## src/rtl/vproc_pkg.sv

```systemverilog
// Shared vector-processor types and sizes for the memory stage.
package vproc_pkg;

    localparam int unsigned LANES  = 8;
    localparam int unsigned ELEM_W = 24;

    typedef enum logic [1:0] {
        MEM_NONE  = 2'b00,
        MEM_LOAD  = 2'b01,
        MEM_STORE = 2'b10,
        MEM_RSVD  = 2'b11
    } mem_op_t;

    typedef logic [1:0] mem_state_t;
    localparam mem_state_t IDLE  = 2'd0;
    localparam mem_state_t ISSUE = 2'd1;
    localparam mem_state_t DRAIN = 2'd2;

endpackage

```

## src/rtl/vmem_addr_gen.sv

```systemverilog
// Element counter and address generator for serialised memory accesses.
// With MEM_STRIDE_EN defined the element address is base + k*stride, else base + k.
module vmem_addr_gen
    import vproc_pkg::*;
#(
    parameter int unsigned ADDR_W = 21,
    parameter int unsigned KW     = 3
) (
    input  logic              clk,
    input  logic              rst,
    input  logic              start_i,
    input  logic              advance_i,
    input  logic [ADDR_W-1:0] base_i,
    input  logic [ADDR_W-1:0] stride_i,
    input  logic [KW-1:0]     last_idx_i,
    output logic [ADDR_W-1:0] addr_o,
    output logic [KW-1:0]     k_o,
    output logic              last_o
);

    logic [ADDR_W-1:0] base_q, base_d;
    logic [KW-1:0]     k_q, k_d;
    logic [KW-1:0]     last_idx_q, last_idx_d;
    logic [ADDR_W-1:0] step;

`ifdef MEM_STRIDE_EN
    logic [ADDR_W-1:0] stride_q, stride_d;

    always_comb begin
        stride_d = start_i ? stride_i : stride_q;
    end

    always_ff @(posedge clk) begin
        if (rst) stride_q <= '0;
        else     stride_q <= stride_d;
    end

    // Product truncates to ADDR_W, so stride 0 broadcasts the base address.
    assign step = ADDR_W'(k_q) * stride_q;
`else
    logic unused_stride;
    assign unused_stride = ^stride_i;
    assign step          = ADDR_W'(k_q);
`endif

    assign last_o = (k_q == last_idx_q);
    assign addr_o = base_q + step;
    assign k_o    = k_q;

    always_comb begin
        base_d     = base_q;
        k_d        = k_q;
        last_idx_d = last_idx_q;
        if (start_i) begin
            base_d     = base_i;
            k_d        = '0;
            last_idx_d = last_idx_i;
        end else if (advance_i && !last_o) begin
            k_d = k_q + 1'b1;
        end
    end

    always_ff @(posedge clk) begin
        if (rst) begin
            base_q     <= '0;
            k_q        <= '0;
            last_idx_q <= '0;
        end else begin
            base_q     <= base_d;
            k_q        <= k_d;
            last_idx_q <= last_idx_d;
        end
    end

endmodule

```

## src/rtl/mem_access_stage.sv

```systemverilog
// Vector processor memory stage: serialises scalar/vector loads and stores one lane per cycle.
// Optional MEM_STRIDE_EN enables strided element addressing inside vmem_addr_gen.
module mem_access_stage
    import vproc_pkg::*;
#(
    parameter int unsigned LANES  = vproc_pkg::LANES,
    parameter int unsigned ELEM_W = vproc_pkg::ELEM_W,
    parameter int unsigned ADDR_W = 21
) (
    input  logic                      clk,
    input  logic                      rst,
    input  logic                      in_valid,
    output logic                      in_ready,
    input  logic [1:0]                memOp,
    input  logic                      destType,
    input  logic [3:0]                dest,
    input  logic [1:0]                wb,
    input  logic [ADDR_W-1:0]         regE,
    input  logic [LANES*ELEM_W-1:0]   regV,
    input  logic [ADDR_W-1:0]         stride,
    output logic [ADDR_W-1:0]         mem_addr,
    output logic                      mem_we,
    output logic [ELEM_W-1:0]         mem_wdata,
    input  logic [ELEM_W-1:0]         mem_rdata,
    output logic                      out_valid,
    output logic [LANES*ELEM_W-1:0]   memData_o,
    output logic [ADDR_W-1:0]         regE_o,
    output logic [LANES*ELEM_W-1:0]   regV_o,
    output logic [1:0]                wb_o,
    output logic [3:0]                dest_o,
    output logic                      destType_o
);

    localparam int unsigned KW = (LANES > 1) ? $clog2(LANES) : 1;
    localparam int unsigned VW = LANES * ELEM_W;

    mem_state_t        state_q, state_d;
    logic              is_load_q, is_load_d;
    logic              dt_q, dt_d;
    logic [3:0]        dest_q, dest_d;
    logic [1:0]        wb_q, wb_d;
    logic [ADDR_W-1:0] reg_e_q, reg_e_d;
    logic [VW-1:0]     reg_v_q, reg_v_d;
    logic [VW-1:0]     acc_q, acc_d;
    logic [ELEM_W-1:0] wdata_q, wdata_d;
    logic              rd_pend_q, rd_pend_d;
    logic [KW-1:0]     rd_idx_q, rd_idx_d;

    logic              out_valid_q, out_valid_d;
    logic [VW-1:0]     mem_data_out_q, mem_data_out_d;
    logic [ADDR_W-1:0] reg_e_out_q, reg_e_out_d;
    logic [VW-1:0]     reg_v_out_q, reg_v_out_d;
    logic [1:0]        wb_out_q, wb_out_d;
    logic [3:0]        dest_out_q, dest_out_d;
    logic              dt_out_q, dt_out_d;

    mem_op_t       op;
    logic          accept, gen_start, finish, last;
    logic [KW-1:0] k, last_idx;

    assign op        = mem_op_t'(memOp);
    assign in_ready  = (state_q == IDLE);
    assign accept    = in_valid && in_ready;
    assign gen_start = accept && ((op == MEM_LOAD) || (op == MEM_STORE));
    assign last_idx  = destType ? KW'(LANES - 1) : '0;

    vmem_addr_gen #(
        .ADDR_W (ADDR_W),
        .KW     (KW)
    ) u_addr_gen (
        .clk        (clk),
        .rst        (rst),
        .start_i    (gen_start),
        .advance_i  (state_q == ISSUE),
        .base_i     (regE),
        .stride_i   (stride),
        .last_idx_i (last_idx),
        .addr_o     (mem_addr),
        .k_o        (k),
        .last_o     (last)
    );

    assign mem_we    = (state_q == ISSUE) && !is_load_q;
    assign mem_wdata = wdata_q;

    always_comb begin
        state_d        = state_q;
        is_load_d      = is_load_q;
        dt_d           = dt_q;
        dest_d         = dest_q;
        wb_d           = wb_q;
        reg_e_d        = reg_e_q;
        reg_v_d        = reg_v_q;
        acc_d          = acc_q;
        wdata_d        = wdata_q;
        rd_pend_d      = 1'b0;
        rd_idx_d       = rd_idx_q;
        finish         = 1'b0;
        out_valid_d    = 1'b0;
        mem_data_out_d = mem_data_out_q;
        reg_e_out_d    = reg_e_out_q;
        reg_v_out_d    = reg_v_out_q;
        wb_out_d       = wb_out_q;
        dest_out_d     = dest_out_q;
        dt_out_d       = dt_out_q;

        // Read data arrives one cycle after its address was issued.
        if (rd_pend_q) acc_d[int'(rd_idx_q)*ELEM_W +: ELEM_W] = mem_rdata;

        case (state_q)
            IDLE: begin
                if (gen_start) begin
                    state_d   = ISSUE;
                    is_load_d = (op == MEM_LOAD);
                    dt_d      = destType;
                    dest_d    = dest;
                    wb_d      = wb;
                    reg_e_d   = regE;
                    reg_v_d   = regV;
                    acc_d     = '0;
                    if (op == MEM_STORE) begin
                        wdata_d = destType ? regV[ELEM_W-1:0] : ELEM_W'(regE);
                    end
                end else if (accept) begin
                    out_valid_d    = 1'b1;
                    mem_data_out_d = '0;
                    reg_e_out_d    = regE;
                    reg_v_out_d    = regV;
                    wb_out_d       = wb;
                    dest_out_d     = dest;
                    dt_out_d       = destType;
                end
            end
            ISSUE: begin
                if (is_load_q) begin
                    rd_pend_d = 1'b1;
                    rd_idx_d  = k;
                end
                if (last) begin
                    if (is_load_q) begin
                        state_d = DRAIN;
                    end else begin
                        state_d = IDLE;
                        finish  = 1'b1;
                    end
                end else if (!is_load_q) begin
                    wdata_d = reg_v_q[(int'(k)+1)*ELEM_W +: ELEM_W];
                end
            end
            DRAIN: begin
                state_d = IDLE;
                finish  = 1'b1;
            end
            default: state_d = IDLE;
        endcase

        if (finish) begin
            out_valid_d    = 1'b1;
            mem_data_out_d = is_load_q ? acc_d : '0;
            reg_e_out_d    = reg_e_q;
            reg_v_out_d    = reg_v_q;
            wb_out_d       = wb_q;
            dest_out_d     = dest_q;
            dt_out_d       = dt_q;
        end
    end

    always_ff @(posedge clk) begin
        if (rst) begin
            state_q        <= IDLE;
            is_load_q      <= 1'b0;
            dt_q           <= 1'b0;
            dest_q         <= '0;
            wb_q           <= '0;
            reg_e_q        <= '0;
            reg_v_q        <= '0;
            acc_q          <= '0;
            wdata_q        <= '0;
            rd_pend_q      <= 1'b0;
            rd_idx_q       <= '0;
            out_valid_q    <= 1'b0;
            mem_data_out_q <= '0;
            reg_e_out_q    <= '0;
            reg_v_out_q    <= '0;
            wb_out_q       <= '0;
            dest_out_q     <= '0;
            dt_out_q       <= 1'b0;
        end else begin
            state_q        <= state_d;
            is_load_q      <= is_load_d;
            dt_q           <= dt_d;
            dest_q         <= dest_d;
            wb_q           <= wb_d;
            reg_e_q        <= reg_e_d;
            reg_v_q        <= reg_v_d;
            acc_q          <= acc_d;
            wdata_q        <= wdata_d;
            rd_pend_q      <= rd_pend_d;
            rd_idx_q       <= rd_idx_d;
            out_valid_q    <= out_valid_d;
            mem_data_out_q <= mem_data_out_d;
            reg_e_out_q    <= reg_e_out_d;
            reg_v_out_q    <= reg_v_out_d;
            wb_out_q       <= wb_out_d;
            dest_out_q     <= dest_out_d;
            dt_out_q       <= dt_out_d;
        end
    end

    assign out_valid  = out_valid_q;
    assign memData_o  = mem_data_out_q;
    assign regE_o     = reg_e_out_q;
    assign regV_o     = reg_v_out_q;
    assign wb_o       = wb_out_q;
    assign dest_o     = dest_out_q;
    assign destType_o = dt_out_q;

endmodule

```

## config.mk

```make
export PLATFORM = sky130hd
export DESIGN_NAME = mem_access_stage
export DESIGN_NICKNAME = d
export VERILOG_FILES = /design/src/rtl/vproc_pkg.sv /design/src/rtl/vmem_addr_gen.sv /design/src/rtl/mem_access_stage.sv
export SDC_FILE = /design/constraint.sdc
export NUM_CORES = 2
export LEC_CHECK = 0
export CORE_MARGIN = 5
export CORE_UTILIZATION = 45
export DETAILED_ROUTE_END_ITERATION = 7
export GPL_TIMING_DRIVEN = 0
export PLACE_DENSITY = 0.71
export SLEW_MARGIN = 20
export SYNTH_ARGS = -nofsm -noshare
export SYNTH_HDL_FRONTEND = slang
export SYNTH_HIERARCHICAL = 1
export SYNTH_SLANG_ARGS = --single-unit
```

## constraint.sdc

```tcl
create_clock -name clk -period 6.8 [get_ports clk]
set_input_delay 1.36 -clock clk [delete_from_list [all_inputs] [get_ports clk]]
set_output_delay 1.36 -clock clk [all_outputs]
set_load 0.02 [all_outputs]
```

# Word-level counts from Yosys, hierarchy flattened
# Cells that the tools add are included.
[totals]
elab_cells = 108
output_inout_bits = 460
inputBits = 270
ff_bits = 883
[op_classes]
n_mux = 48
n_eq_ne = 11
n_shift = 3
reduce_logical = 18
n_mul = 2
n_bitwise = 1
n_addsub = 4
[op_table]
columns = ["op", "count"]
rows = [
  ["$mux W192", 12],
  ["$bwmux W192", 1],
  ["$shift A24 B34 Y192 const A", 1],
  ["$shiftx A192 B10 Y24", 1],
  ["$shiftx A24 B34 Y192", 1],
  ["$mux W24", 5],
  ["$mux W21", 4],
  ["$pmux W24 S2", 1],
  ["$neg A8 Y34", 1],
  ["$add A21 B3 Y21", 1],
  ["$mux W4", 4],
  ["$mux W2", 7],
  ["$mux W1", 11],
  ["$mul A4 B2 Y6 const B", 1],
  ["$ne A2 B1 Y1 const B", 3],
  ["$ne A2 B2 Y1 const B", 3],
  ["$reduce_and A2 Y1", 3],
  ["$reduce_bool A2 Y1", 3],
  ["$mul A3 B2 Y5 const B", 1],
  ["$reduce_and A5 Y1", 1],
  ["$add A3 B1 Y4 const B", 1],
  ["$eq A2 B1 Y1 const B", 2],
  ["$eq A2 B2 Y1 const B", 2],
  ["$logic_and A1 B1 Y1", 4],
  ["11 further kinds", 13],
]

# Depth between registers and ports, before layout
[logic_depth]
depth_word = 9
depth_mapped = 17
ltp_nobuf = 12

# By module
# The synthesis kept the hierarchy.
[modules_own_cells]
columns = ["module", "area_each_um2", "n_inst", "cells_each"]
rows = [
  ["mem_access_stage", 34613.2, 1, 4144],
  ["vmem_addr_gen", 1519.0, 1, 165],
]

# Worst setup path before layout
# No wires, ideal clock.
[synth_path]
path_kind = "reg2reg"
startpoint = "reg rd_idx_q[0]"
endpoint = "reg mem_data_out_q[88] (netlist: memData_o[88])"
path_buffers = 4
stages_incl_launch_ff = 17
period_less_slack_ps = 3995
path_slack_ps = 2805
arrival_ps = 3869
cell_sequence = "dfxtp_1 > ha_1 > inv_1 > fa_1 > buf_6 > and2_1 > clkbuf_1 > and2_1 > ha_1 > clkbuf_1 > inv_1 > or4_4 > and2_4 > buf_6 > nor3_4 > mux2i_1 > o21ai_1"
[synth_between]
elab_chain_cells = 9
elab_cells_between_ends = 10
cone_classes = "1 x add/sub; 1 x mul; 2 x shift; 6 x mux"
[synth_lines]
columns = ["element", "line_no", "text"]
rows = [
  ["start, declared", "mem_access_stage.sv:47", "logic [KW-1:0] rd_idx_q, rd_idx_d;"],
  ["start signal, assigned", "mem_access_stage.sv:199", "rd_idx_q <= rd_idx_d;"],
  ["$mul A3 B2 Y5 *", "mem_access_stage.sv:108", "if (rd_pend_q) acc_d[int'(rd_idx_q)*ELEM_W +: ELEM_W] = mem_rdata;"],
  ["$neg A8 Y34 *", "mem_access_stage.sv:108", ""],
  ["$shiftx A24 B34 Y192 or $shift A24 B34 Y192 (tied branches)", "mem_access_stage.sv:108", ""],
  ["$bwmux W192 *", "mem_access_stage.sv:108", ""],
  ["$mux W192 *", "mem_access_stage.sv:108", ""],
  ["$mux W192", "mem_access_stage.sv:112", "if (gen_start) begin"],
  ["$mux W192 *", "mem_access_stage.sv:110", "case (state_q)"],
  ["$mux W192 *", "mem_access_stage.sv:159", "mem_data_out_d = is_load_q ? acc_d : '0;"],
  ["$mux W192 *", "mem_access_stage.sv:157", "if (finish) begin"],
  ["end signal, assigned", "mem_access_stage.sv:201", "mem_data_out_q <= mem_data_out_d;"],
  ["end, declared", "mem_access_stage.sv:50", "logic [VW-1:0] mem_data_out_q, mem_data_out_d;"],
]
# Every way passes the cells marked *; elsewhere a longest branch is shown, timed or not.
# A chain may end at the register's enable or synchronous reset.

# Worst setup path in the final report
[layout_path]
startpoint = "reg rd_idx_q[0]"
endpoint = "reg mem_data_out_q[103] (netlist: memData_o[103])"
# The elaborated chain is that of the path after synthesis.

==> reports/qor.yml <==
grt:
  grt_max_degree: 15
  grt_util_all_layers_pct: 34.54
  grt_pass1_wl_um: 227100
  overflow: 0
  antenna_found_initial: 19
  grt_pass1_vias: 34770
synth:
  ys_warn_count: 6
  synth_seq_cells: 883
  syn_area_sq_um: 36130
  synth-seq-area-share_pct: 48.92
  synth_cell_type_count: 80
  synth_cells: 4309
  postSynth.topFlopCell: "dfxtp_1"
  synth_edf_count: 0
  syn-num-nets: 4597
  synthArstFlopShare_pct: 0
  syn_area_per_cell_sq_um: 8.385
worst_setup_path:
  arrival_ns: 5.69
  path_class: "register to register"
  critPathTopFamily: "buffers and inverters"
  rrSetupSlack_ns: 1.63
  cpMostUsedCell: "clkbuf_1"
  cp.required_ns: 7.32
  cp_cell_sequence: "buf_2 -> inv_1 -> clkbuf_1 -> ha_1 -> and2_1 -> clkbuf_1 -> and2_1 -> ha_1 -> clkbuf_1 -> inv_1 -> or4_4 -> a21oi_1 -> nand2_1 -> mux2i_1 -> o21ai_0"
  slowest_delay_ns: 0.61
  worst_setup_path_start_kind: "register"
  worstPathBufferInverterCount: 6
  worstPathMaxFanout: 11
  critPathCaptureType: "register"
  slowest_stage: "or4_4"
drt:
  drc: 10
  wl_per_cell_um: 25.05
  ant_nets: 0
  drt_iter0_drc: 3970
  firstDrtPassIters: 8
  dr_total_vias: 36500
  totalWireLength_um: 156900
  viasPerCell: 5.827
placement:
  place_hpwl_um: 121700
  gp_congestion: 1.017
  port_buffers: 704
layout:
  num-fill-cells: 7311
  finalNetCount: 5396
  drive_gt1_share_pct: 4.591
  post-route-util_pct: 59.67
  area_delta_synth_final_pct: 32.16
floorplanning:
  initial_core_util_pct: 45.15
  die_w_um: 293.4
  row_count: 104
  io_pins: 730
  die-area_sq_um: 86060
  die_h_um: 293.4
  coreArea_sq_um: 80030
clocking:
  h-tree-depth: 3
  numCtsBuffers: 92
  cts_resized: 0
  cts.sinks: 883
  cts_tree: "built"
  cts_setup_buffers: 0
  holdBufCountCts: 0
  path_clk_slew_ns: 0.06
  clkLatencyLatePin_ns: 0.66
  clock-root-buffer: "clkbuf_16"
  cts_buffer_depth: 3
pwr:
  powerDensity_nw_per_um2: 260.7
  power.leakage_nw: 17.09
  ir_worst_vdd_mv: 0.1940
  p_total_mw: 12.45
timing:
  fin_skew_ns: 0.03615
  setup_tns_ns: 0
  slew_viol_final: 0
  hold-worst-slack_ns: 0.4447
  hold_viol: 0
  rsz0062_at_grt: "false"
  fin_crit_ns: 5.174
  tightest_slew_ns: 1.172
  timing.final.crit_share_pct: 76.09
  setup_viol: 0
  slew_headroom_pct: 21.89
  fmax_mhz: 193.3
flow_run:
  cap_violations: 0
run_status:
  violations: "DRC"
  status: "finished, violations left"
hold_path:
  hold_class: "register to register"
[final timing paths]
path,start,to,cells after the start
max,rd_idx_q[0]$_SDFFE_PP0P_,memData_o[103]$_SDFFE_PP0P_,15
min,memData_o[116]$_SDFFE_PP0P_,memData_o[116]$_SDFFE_PP0P_,2
max reg2reg,rd_idx_q[0]$_SDFFE_PP0P_,memData_o[103]$_SDFFE_PP0P_,15
min reg2reg,memData_o[116]$_SDFFE_PP0P_,memData_o[116]$_SDFFE_PP0P_,2
[cell families after synthesis]
group | Yosys count | synth area share (%)
buffers and inverters | 375 | 4.020
adders and majority gates | 18 | 0.6649
xor gates and xnor gates | 32 | 0.7965
and+or+nand+nor | 1810 | 20.20
AOI/OAI and AO/OA | 917 | 16.96
muxes | 274 | 8.432
DFF | 883 | 48.92
[through the flow]
stage	setup WS, ns	instance area [sq um]	cells
5_1_grt	1.385	47740	6257
2_1_floorplan	2.805	36130	4309
3_5_place_dp	1.582	44520	6074
3_3_place_gp	1.610	44510	6073
6_report	1.626	47750	6263
4_1_cts	1.817	47690	6244
[flip-flops by register name, indices dropped and copies added, names as in the netlist]
| signal | cells |
|---|---|
| dt_q | 1 |
| dest_o | 4 |
| u_addr_gen/k_o | 3 |
| wb_o | 2 |
| wb_q | 2 |
| u_addr_gen/base_q | 21 |
| acc_q | 192 |
| is_load_q | 1 |
| reg_e_q | 21 |
| reg_v_q | 192 |
| u_addr_gen/last_idx_q | 3 |
| dest_q | 4 |
| out_valid | 1 |
| destType_o | 1 |
| rd_idx_q | 3 |
| state_q | 2 |
| memData_o | 192 |
| regE_o | 21 |
| regV_o | 192 |
| mem_wdata | 24 |
| rd_pend_q | 1 |
[cell usage after synthesis, types with 10 or more instances]
cell | count | share of area, %
inv_1 | 27 | 0.28
nor2b_1 | 26 | 0.45
a22o_1 | 12 | 0.29
nand3_1 | 22 | 0.30
a311oi_1 | 228 | 5.5
and2_1 | 10 | 0.17
clkbuf_1 | 305 | 3.2
o21ai_0 | 179 | 2.5
a31oi_1 | 10 | 0.17
ha_1 | 16 | 0.55
o2bb2ai_1 | 38 | 0.92
a211oi_1 | 46 | 0.96
buf_1 | 21 | 0.22
xnor2_1 | 19 | 0.46
a32o_1 | 16 | 0.44
o31ai_1 | 16 | 0.33
a21oi_1 | 285 | 3.9
nand2_1 | 1132 | 12
dfxtp_1 | 883 | 49
nand2b_1 | 13 | 0.23
nor2_1 | 484 | 5.0
nor3_1 | 53 | 0.73
mux2i_1 | 247 | 6.8
o21ai_1 | 25 | 0.35
mux4_2 | 24 | 1.5
and3_1 | 22 | 0.38
xor2_1 | 12 | 0.29
buf_2 | 15 | 0.21
[cell type report]
class,count,area [sq um],area share (%)
flip-flops and latches,883,17680,37.02
multi-input cells,3051,17020,35.64
repair buffers,705,7052,14.77
clock buffers,136,2678,5.607
plain buffers,346,1345,2.817
well taps,1060,1326,2.777
clock inverters,34,496.7,1.040
inverters,29,108.9,0.2280
diodes,19,47.55,0.09957
[power by group]
group | leakage (nW) | total [mW] | internal [mW] | switching (mW)
sequential | 7.17 | 5.58 | 5.38 | 0.194
combinational | 8.38 | 1.58 | 0.586 | 0.998
clock | 1.55 | 5.29 | 3.09 | 2.20
[worst register-to-register path: stages, from the launching register on]
cell and delay (ns):
dfxtp_1 0.36, buf_2 0.21, inv_1 0.11, clkbuf_1 0.49, ha_1 0.29, and2_1 0.19
clkbuf_1 0.50, and2_1 0.22, ha_1 0.12, clkbuf_1 0.42, inv_1 0.15, or4_4 0.61
a21oi_1 0.43, nand2_1 0.48, mux2i_1 0.36, o21ai_0 0.13
[layer usage]
| metal | GRT usage [%] | wire (um) | vias to the layer above |
|---|---|---|---|
| li1 | - | - | 16500 |
| met4 | 18.66 | 9795 | 6 |
| met3 | 8.209 | 16200 | 416 |
| met2 | 55.08 | 71320 | 2064 |
| met1 | 43.49 | 59540 | 17510 |
| met5 | 0 | 50 | - |
[layout by cell type (no fill, tap or decap), types with 19 or more instances in the layout]
cell type / count
mux4_2: 24
xnor2_1: 19
nand2_1: 1132
clkdlybuf4s50_1: 704
clkbuf_16: 92
nor2b_1: 26
buf_1: 21
a311oi_1: 227
clkbuf_8: 21
o2bb2ai_1: 38
clkbuf_1: 327
and3_1: 22
a21oi_1: 285
nand3_1: 22
o21ai_1: 25
nor2_1: 484
inv_1: 27
o21ai_0: 179
dfxtp_1: 883
diode_2: 19
mux2i_1: 247
nor3_1: 52
a211oi_1: 46
(Power assumes the default switching activity.)
